[src/rtl/clock_period_meter.sv]
// Measures the half-period of a slow toggling input in clk cycles and reports it
// as an equivalent divider setting (half-period - 1), with lock and timeout flags.
module clock_period_meter #(
  parameter int unsigned WIDTH       = 28,
  parameter int unsigned SYNC_STAGES = 2,
  parameter int unsigned LOCK_COUNT  = 4,
  parameter int unsigned TOLERANCE   = 0
) (
  input  logic             clk,
  input  logic             resetn,
  input  logic             sig_in,
  input  logic             clear,
  output logic [WIDTH-1:0] divisor_out,
  output logic             meas_valid,
  output logic             locked,
  output logic             timeout
);

  localparam int unsigned      MW         = $clog2(LOCK_COUNT);
  localparam logic [WIDTH-1:0] MAX        = '1;
  localparam logic [WIDTH-1:0] ONE        = WIDTH'(1);
  localparam logic [WIDTH-1:0] TOL        = WIDTH'(TOLERANCE);
  localparam logic [MW-1:0]    MATCH_LOCK = MW'(LOCK_COUNT - 1);

  typedef enum logic [1:0] {IDLE, MEAS, LOCKED} state_t;

  state_t                 state, state_next;
  logic [SYNC_STAGES-1:0] sync;
  logic                   prev_sync, sig_edge;
  logic [WIDTH-1:0]       cnt, cnt_next, div_next, meas, diff;
  logic [MW-1:0]          match_cnt, match_next;
  logic                   have_meas, have_next, valid_next, locked_next, timeout_next, agree;

  always_ff @(posedge clk or negedge resetn) begin
    if (!resetn) begin
      sync      <= '0;
      prev_sync <= 1'b0;
    end else begin
      sync      <= {sync[SYNC_STAGES-2:0], sig_in};
      prev_sync <= sync[SYNC_STAGES-1];
    end
  end

  assign sig_edge = sync[SYNC_STAGES-1] ^ prev_sync;

  // Agreement is judged against the previously reported divisor.
  always_comb begin
    meas  = cnt - ONE;
    diff  = (meas > divisor_out) ? (meas - divisor_out) : (divisor_out - meas);
    agree = (diff <= TOL);
  end

  always_comb begin
    state_next   = state;
    cnt_next     = (cnt == MAX) ? cnt : cnt + ONE;
    match_next   = match_cnt;
    div_next     = divisor_out;
    valid_next   = 1'b0;
    locked_next  = locked;
    timeout_next = timeout;
    have_next    = have_meas;
    if (clear) begin
      state_next   = IDLE;
      cnt_next     = '0;
      match_next   = '0;
      locked_next  = 1'b0;
      timeout_next = 1'b0;
      have_next    = 1'b0;
    end else if (sig_edge) begin
      cnt_next     = ONE;
      timeout_next = 1'b0;
      case (state)
        IDLE: begin
          state_next = MEAS;
          match_next = '0;
          have_next  = 1'b0;
        end
        MEAS: begin
          div_next   = meas;
          valid_next = 1'b1;
          have_next  = 1'b1;
          if (agree && have_meas) begin
            match_next = match_cnt + MW'(1);
            if (match_cnt + MW'(1) == MATCH_LOCK) begin
              state_next  = LOCKED;
              locked_next = 1'b1;
            end
          end else begin
            match_next = '0;
          end
        end
        LOCKED: begin
          div_next   = meas;
          valid_next = 1'b1;
          have_next  = 1'b1;
          if (!agree) begin
            state_next  = MEAS;
            match_next  = '0;
            locked_next = 1'b0;
          end
        end
        default: state_next = IDLE;
      endcase
    end else if (cnt == MAX - ONE) begin
      cnt_next     = MAX;
      timeout_next = 1'b1;
      state_next   = IDLE;
      locked_next  = 1'b0;
      match_next   = '0;
    end
  end

  always_ff @(posedge clk or negedge resetn) begin
    if (!resetn) begin
      state       <= IDLE;
      cnt         <= '0;
      match_cnt   <= '0;
      have_meas   <= 1'b0;
      divisor_out <= '0;
      meas_valid  <= 1'b0;
      locked      <= 1'b0;
      timeout     <= 1'b0;
    end else begin
      state       <= state_next;
      cnt         <= cnt_next;
      match_cnt   <= match_next;
      have_meas   <= have_next;
      divisor_out <= div_next;
      meas_valid  <= valid_next;
      locked      <= locked_next;
      timeout     <= timeout_next;
    end
  end

endmodule

[config.mk]
export PLATFORM = sky130hd
export DESIGN_NAME = clock_period_meter
export DESIGN_NICKNAME = d
export VERILOG_FILES = /design/src/rtl/clock_period_meter.sv
export SDC_FILE = /design/constraint.sdc
export NUM_CORES = 1
export LEC_CHECK = 0
export CORE_MARGIN = 5
export CORE_UTILIZATION = 30
export CTS_BUF_LIST = sky130_fd_sc_hd__clkbuf_8
export DETAILED_ROUTE_END_ITERATION = 8
export HOLD_SLACK_MARGIN = 0.12
export PLACE_DENSITY = 0.49
export SLEW_MARGIN = 20
export SYNTH_ARGS = -nofsm -noshare
export SYNTH_HDL_FRONTEND = slang
export SYNTH_SLANG_ARGS = --single-unit
[constraint.sdc]
create_clock -name clk -period 15.1 [get_ports clk]
set_clock_uncertainty 0.15 [all_clocks]
set_input_delay 1.51 -clock clk [delete_from_list [all_inputs] [get_ports clk]]
set_output_delay 1.51 -clock clk [all_outputs]
set_load 0.05 [all_outputs]
==> qor.txt, run 1 <==
Die Y: 163 um
Final Critical Period: 6.33 ns
Util after Layout: 0.331
share of layout cells above drive strength 1: 0.0615
Fmax: 158 MHz
final setup vio count: 0
status: complete, no violations
crit path DAT: 6.48 ns
WL met1: 10100 um
Setup WS pre-CTS: 8.75 ns
total track usage: 0.159
DIE WIDTH: 163 um
initial antenna violation count: 0
Reg clk slew, reported paths: 0.08 ns
clk sink count: 67
drt via density: 5.10
Unique masters post-synth: 73
remaining antenna violation count: 0
cell taking the most area after synthesis: dfrtp_1
post_cts resized: 0
fraction of registers with async set/reset: 1.00
area of the core: 23300 um^2
CP Capture Type: flop
mux cell area share after synthesis: 0.0130
Max-Cap Viols: 0
RSZ-0062 raised after global routing: false
Synth Area in Simple Gates: 0.219
Placed Cells: 1198
Port Buffers: 34
gr ovfl total: 0
Hold Fails Final Rpt: 0
# rows: 56
sequential area share after synthesis: 0.239
Synth Register Bits: 67
PwrDens: 191 nW/um^2
number of global-route vias before repair: 6026
RD Place Congestion: 0.879
maximum buffer depth of the clock tree: 2
startpoint class of the critical path: flop
Worst-Margin Slew: 0.924 ns
Hold WC Path Type: flop to flop
adder-cell share of the synthesized area: 0.112
cell count after synthesis: 893
non-filler cells in the finished layout: 1214
top cell type's share of synthesized area: 0.239
Leakage: 3.23 nW
final worst path period share: 0.419
Post-Synth XOR/XNOR Area: 0.110
Setup TNS: 0 ns
top_reg_cell synth: dfrtp_1
CP Max Fanout: 15
worst hold slack: 0.207 ns
# DRC: 0
type of the worst setup path: flop to flop
post-CTS setup buffer count: 0
Synth Area per Inst: 7.85 um^2
EDFF count, synth: 0
largest net degree at the start of global routing: 68
syn nets: 960
main combinational cell family by area after synthesis: compound AO/OA/AOI/OAI gates
WL met2: 9600 um
mean routed wirelength per cell: 16.9 um
clock root buffer: clkbuf_8
num ports: 35
PnR worst setup slack: 8.77 ns
Clk Latency, worst-skew pair: 0.37 ns
Syn. warnings: 0
CTS buffer count: 9
CTS tree: done
DR pass1 iterations: 5
Cells on Worst Hold Path: 0
first-pass GRT wire length: 33900 um
Critical Path RT: 15.25 ns
worst rel slew slack: 0.379
count of hold buffers inserted by post-cts repair: 0
post-synthesis compound-gate area fraction: 0.233
Final HPWL DP: 16600 um
Cell Area, Synth: 7010 um^2
1st-iter DRT viols: 406
via count: 6190
initial core utilization: 0.301
Max VDD drop: 0.0741 mV
top cells by area, synth: dfrtp_1, ha_1, a21oi_1
final wirelength: 20500 um
Slew Limit Fails: 0
H-tree depth: 3
ANT cells: 0
die area: 26500 um^2
Register-to-Register Path Depth: 23
NumNets Final: 957
Syn-to-layout area delta: 9.79%
WL met3: 526 um
top sig layer: met4
## path summary, 6_finish.rpt
kind,from,to,slack (ns)
max reg2reg,cnt[0],state[0],8.77
min,sync[0],sync[1],0.21
min reg2reg,sync[0],sync[1],0.21
min in group asynchronous,resetn,cnt[0],1.09
max,cnt[0],state[0],8.77
max in group asynchronous,resetn,state[0],13.11
## kinds of logic (layout without fill, tap and decap cells)
family	after synthesis	after routing
and+or+nand+nor	286	286
buffers and inverters	121	123
AOI/OAI and AO/OA	259	259
DFF	67	67
muxes	9	9
adders and majority gates	63	63
xor gates and xnor gates	88	88
## synth_stat cells (all sizes together) (9+ instances only)
cell type and instances:
xnor2 47, nor3 25, buf 22, inv 69
nor4 9, o21ai 75, nand4 20, xor2 41
and3 10, dfrtp 67, clkbuf 30, o21a 17
ha 63, nand3 29, nand2 90, nor2 53
a21o 9, a21oi 95
## cell usage in the layout, fill, tap and decap left out, drive strengths merged, types with 9 or more instances in the layout
master | synthesis | routed
nand2 | 90 | 90
nand4 | 20 | 20
a21o | 9 | 9
xor2 | 41 | 41
clkdlybuf4s50 | 0 | 33
o21a | 17 | 17
ha | 63 | 63
clkbuf | 30 | 9
nor2 | 53 | 53
o21ai | 75 | 75
xnor2 | 47 | 47
dfrtp | 67 | 67
nand3 | 29 | 29
and3 | 10 | 10
a21oi | 95 | 95
nor3 | 25 | 25
inv | 69 | 71
nor4 | 9 | 9
## cell type report
type / count / area, um^2
fill: 2541 / 15600
multi-input combinational: 705 / 4820
sequential: 67 / 1680
tap: 319 / 399
timing repair buffer: 38 / 368
inverter: 69 / 259
clock buffer: 9 / 124
clock inverter: 7 / 51.3
## where the power goes
| part | switching, W | leakage, nW | internal (W) |
|---|---|---|---|
| clock network | 0.0000797 | 0.0860 | 0.0000603 |
| registers | 0.0000459 | 0.888 | 0.000215 |
| logic | 0.000699 | 2.25 | 0.000372 |
## worst max-delay path: stages, from the launching register on
cell       delay [ns]
dfrtp_1          0.46
inv_1            0.19
ha_1             0.21
nand2_1          0.10
nor2_1           0.14
nand2_1          0.13
or4_1            0.51
or4_1            0.49
nand2b_1         0.23
xor2_1           0.27
inv_1            0.07
ha_1             0.56
nand2_1          0.31
nor4_4           0.40
a32o_1           0.22
a21oi_2          0.05
a31oi_4          0.32
nand3_1          0.11
nor4_1           0.30
o21ai_1          0.19
nor4_2           0.38
o21ba_2          0.25
a31oi_1          0.05
o2bb2ai_1        0.16
## registers in the layout, indices dropped and copies added, names as in the netlist
signal,flops
cnt,28
divisor_out,28
match_cnt,2
state,2
sync,2
have_meas,1
locked,1
meas_valid,1
prev_sync,1
timeout,1
## through the flow
stage,cell area (um^2),power (W)
floorplan,7010,0.00106
global placement,7520,0.00134
detailed placement,7520,0.00133
CTS,7700,0.00147
global route,7700,0.00159
finish,7700,0.00147
## layer usage
layer	vias up	global-route usage
met5	-	0
met4	0	0.0427
met3	19	0.0167
met2	98	0.261
met1	2939	0.223
li1	3134	-
Note: power is estimated with default switching activity, not from simulation.
==> run 2: changes to the inputs <==
- PLACE_DENSITY: 0.49 -> 0.5
- clock period: 15.1 -> 5.4 ns (I/O delays scaled with it)
==> run 2 against run 1 <==
  * Power grew to 3.1 times the previous value
  * Global-route usage increased by 0.72 points
  * Flip-flop and latch count unchanged
  * Clock power rose to 2.7 times the previous value
  * First-iteration DRC count down 1.5%
  * Utilization grew 4.7 points
  * Via count rose by 6.9%
  * Cell count increased by 8.7%
  * Worst hold slack better by 0.0060 ns
  * Critical endpoint unchanged
  * The flow now finishes with violations (negative setup slack)
==> qor.txt, run 2 (synthesized netlist as in run 1, its figures left out) <==
first-pass GRT wire length: 35500 um
area of the core: 23300 um^2
critical path's largest stage delay: 0.49 ns
Max-Cap Viols: 0
Leakage: 3.82 nW
maximum buffer depth of the clock tree: 2
Post-DP Area: 8240 um^2
RSZ-0062 raised after global routing: true
startpoint class of the critical path: flop
# DRC: 0
# rows: 56
num ports: 35
crit path DAT: 5.53 ns
Fmax: 184 MHz
most common cell after layout, fill and taps aside: buf_4
worst hold slack: 0.213 ns
CTS tree: done
fill cell count: 2481
initial core utilization: 0.301
Setup TNS: -0.135 ns
Worst-Margin Slew: 0.887 ns
NumNets Final: 1063
Final HPWL DP: 17100 um
H-tree depth: 3
drt via density: 5.01
final setup vio count: 5
largest net degree at the start of global routing: 68
ANT cells: 0
Clk Latency, worst-skew pair: 0.35 ns
initial antenna violation count: 0
clock root buffer: clkbuf_8
Final Critical Period: 5.44 ns
design area: 8790 um^2
clk sink count: 67
Port Buffers: 34
Multi-input gate area: 5120 um^2
Hold Fails Final Rpt: 0
cells along the critical path: inv_2, ha_4, nand2_4, nor2_4, nand2_2, or4_4, or4_4, nand2b_4, nor3_4, xnor2_2, inv_2, ha_4, nand4_1, nor4_4, a32o_2, a21oi_4, a31oi_4, mux2i_1, xnor2_1, nand2_1, nor4_4, nand3_2, a31oi_1, o2bb2ai_1
Critical Path RT: 5.49 ns
Reg clk slew, reported paths: 0.07 ns
1st-iter DRT viols: 400
registers with the most flip-flops: cnt (28), divisor_out (28)
final worst path period share: 1.01
Slew Limit Fails: 0
Hold WC Path Type: flop to flop
CP Capture Type: flop
number of global-route vias before repair: 6664
CTS buffer count: 9
DR pass1 iterations: 5
remaining antenna violation count: 0
gr ovfl total: 0
final wirelength: 21600 um
CP Max Fanout: 4
die area: 26500 um^2
CP max-delay cell: or4_4
failing checks: negative setup slack
type of the worst setup path: flop to flop
most frequent cells in the layout: buf_4, a21oi_1, nand2_1, inv_1, dfrtp_1
DIE WIDTH: 163 um
RD Place Congestion: 0.831
count of hold buffers inserted by post-cts repair: 0
total track usage: 0.166
via count: 6615
mean routed wirelength per cell: 16.4 um
Syn-to-layout area delta: 25.3%
register area: 1680 um^2
PnR worst setup slack: -0.0383 ns
Die Y: 163 um
worst rel slew slack: 0.409
share of layout cells above drive strength 1: 0.201
Max VDD drop: 0.222 mV
PwrDens: 519 nW/um^2
status: complete, but fails checks
## run 2: changes by cell type in the layout (fill, tap and decap cells not counted), sizes merged
cell and change:
clkinvlp -1, buf +105, a31oi +1, clkbuf +1
## run 2: timing repair
item,in CTS,in global routing
resized for setup,46,14
gates cloned,1,0
buffers inserted,9,1
setup endpoints to repair,5,5
pin swaps,9,7
## run 2: worst paths after layout
kind	cells after the start	slack (ns)	end	from
worst max-delay path	24	-0.04	state[0]	cnt[1]
max in group asynchronous	2	4.28	divisor_out[22]	resetn
worst min register to register	0	0.21	sync[1]	sync[0]
min in group asynchronous	2	0.23	divisor_out[0]	resetn
worst min-delay path	0	0.21	sync[1]	sync[0]
worst max register to register	24	-0.04	state[0]	cnt[1]
## run 2: stage by stage
step	cells	total power [W]	worst slack, ns	util
final	1320	0.00456	-0.0383	0.378
after CTS	1319	0.00452	-0.0877	0.375
after floorplan	893	0.00296	0.0327	-
after global routing	1320	0.00492	-0.282	0.378
after detailed placement	1293	0.00398	-0.392	0.354
after global placement	1293	0.00400	-0.354	0.354
## run 2: layout make-up
class	count	share of cell area
Clock buffer	10	0.0157
Clock inverter	6	0.00384
Inverter	69	0.0295
Multi-Input combinational cell	706	0.583
Sequential cell	67	0.191
Tap cell	319	0.0454
Timing Repair Buffer	143	0.132
## run 2: worst max-delay path: cells and delay by family, from the launching register on
| family | cells | cell delay (ns) |
|---|---|---|
| adder cells (fa/ha/maj) | 2 | 0.43 |
| buffers and inverters | 2 | 0.20 |
| AO/OA/AOI/OAI | 5 | 0.85 |
| AND/OR/NAND/NOR | 12 | 2.58 |
| multiplexers | 1 | 0.26 |
| XOR/XNOR | 2 | 0.42 |
| flip-flops | 1 | 0.43 |
## run 2: per-layer routing
layer | global-route usage | routed length (um)
met2 | 0.278 | 10300
met3 | 0.0127 | 542
met5 | 0 | 0
met1 | 0.230 | 10300
met4 | 0.0480 | 444
## run 2: power by group
part	internal, W	switching [W]
Sequential	0.000600	0.000127
Combinational	0.00136	0.00210
Clock	0.000175	0.000199
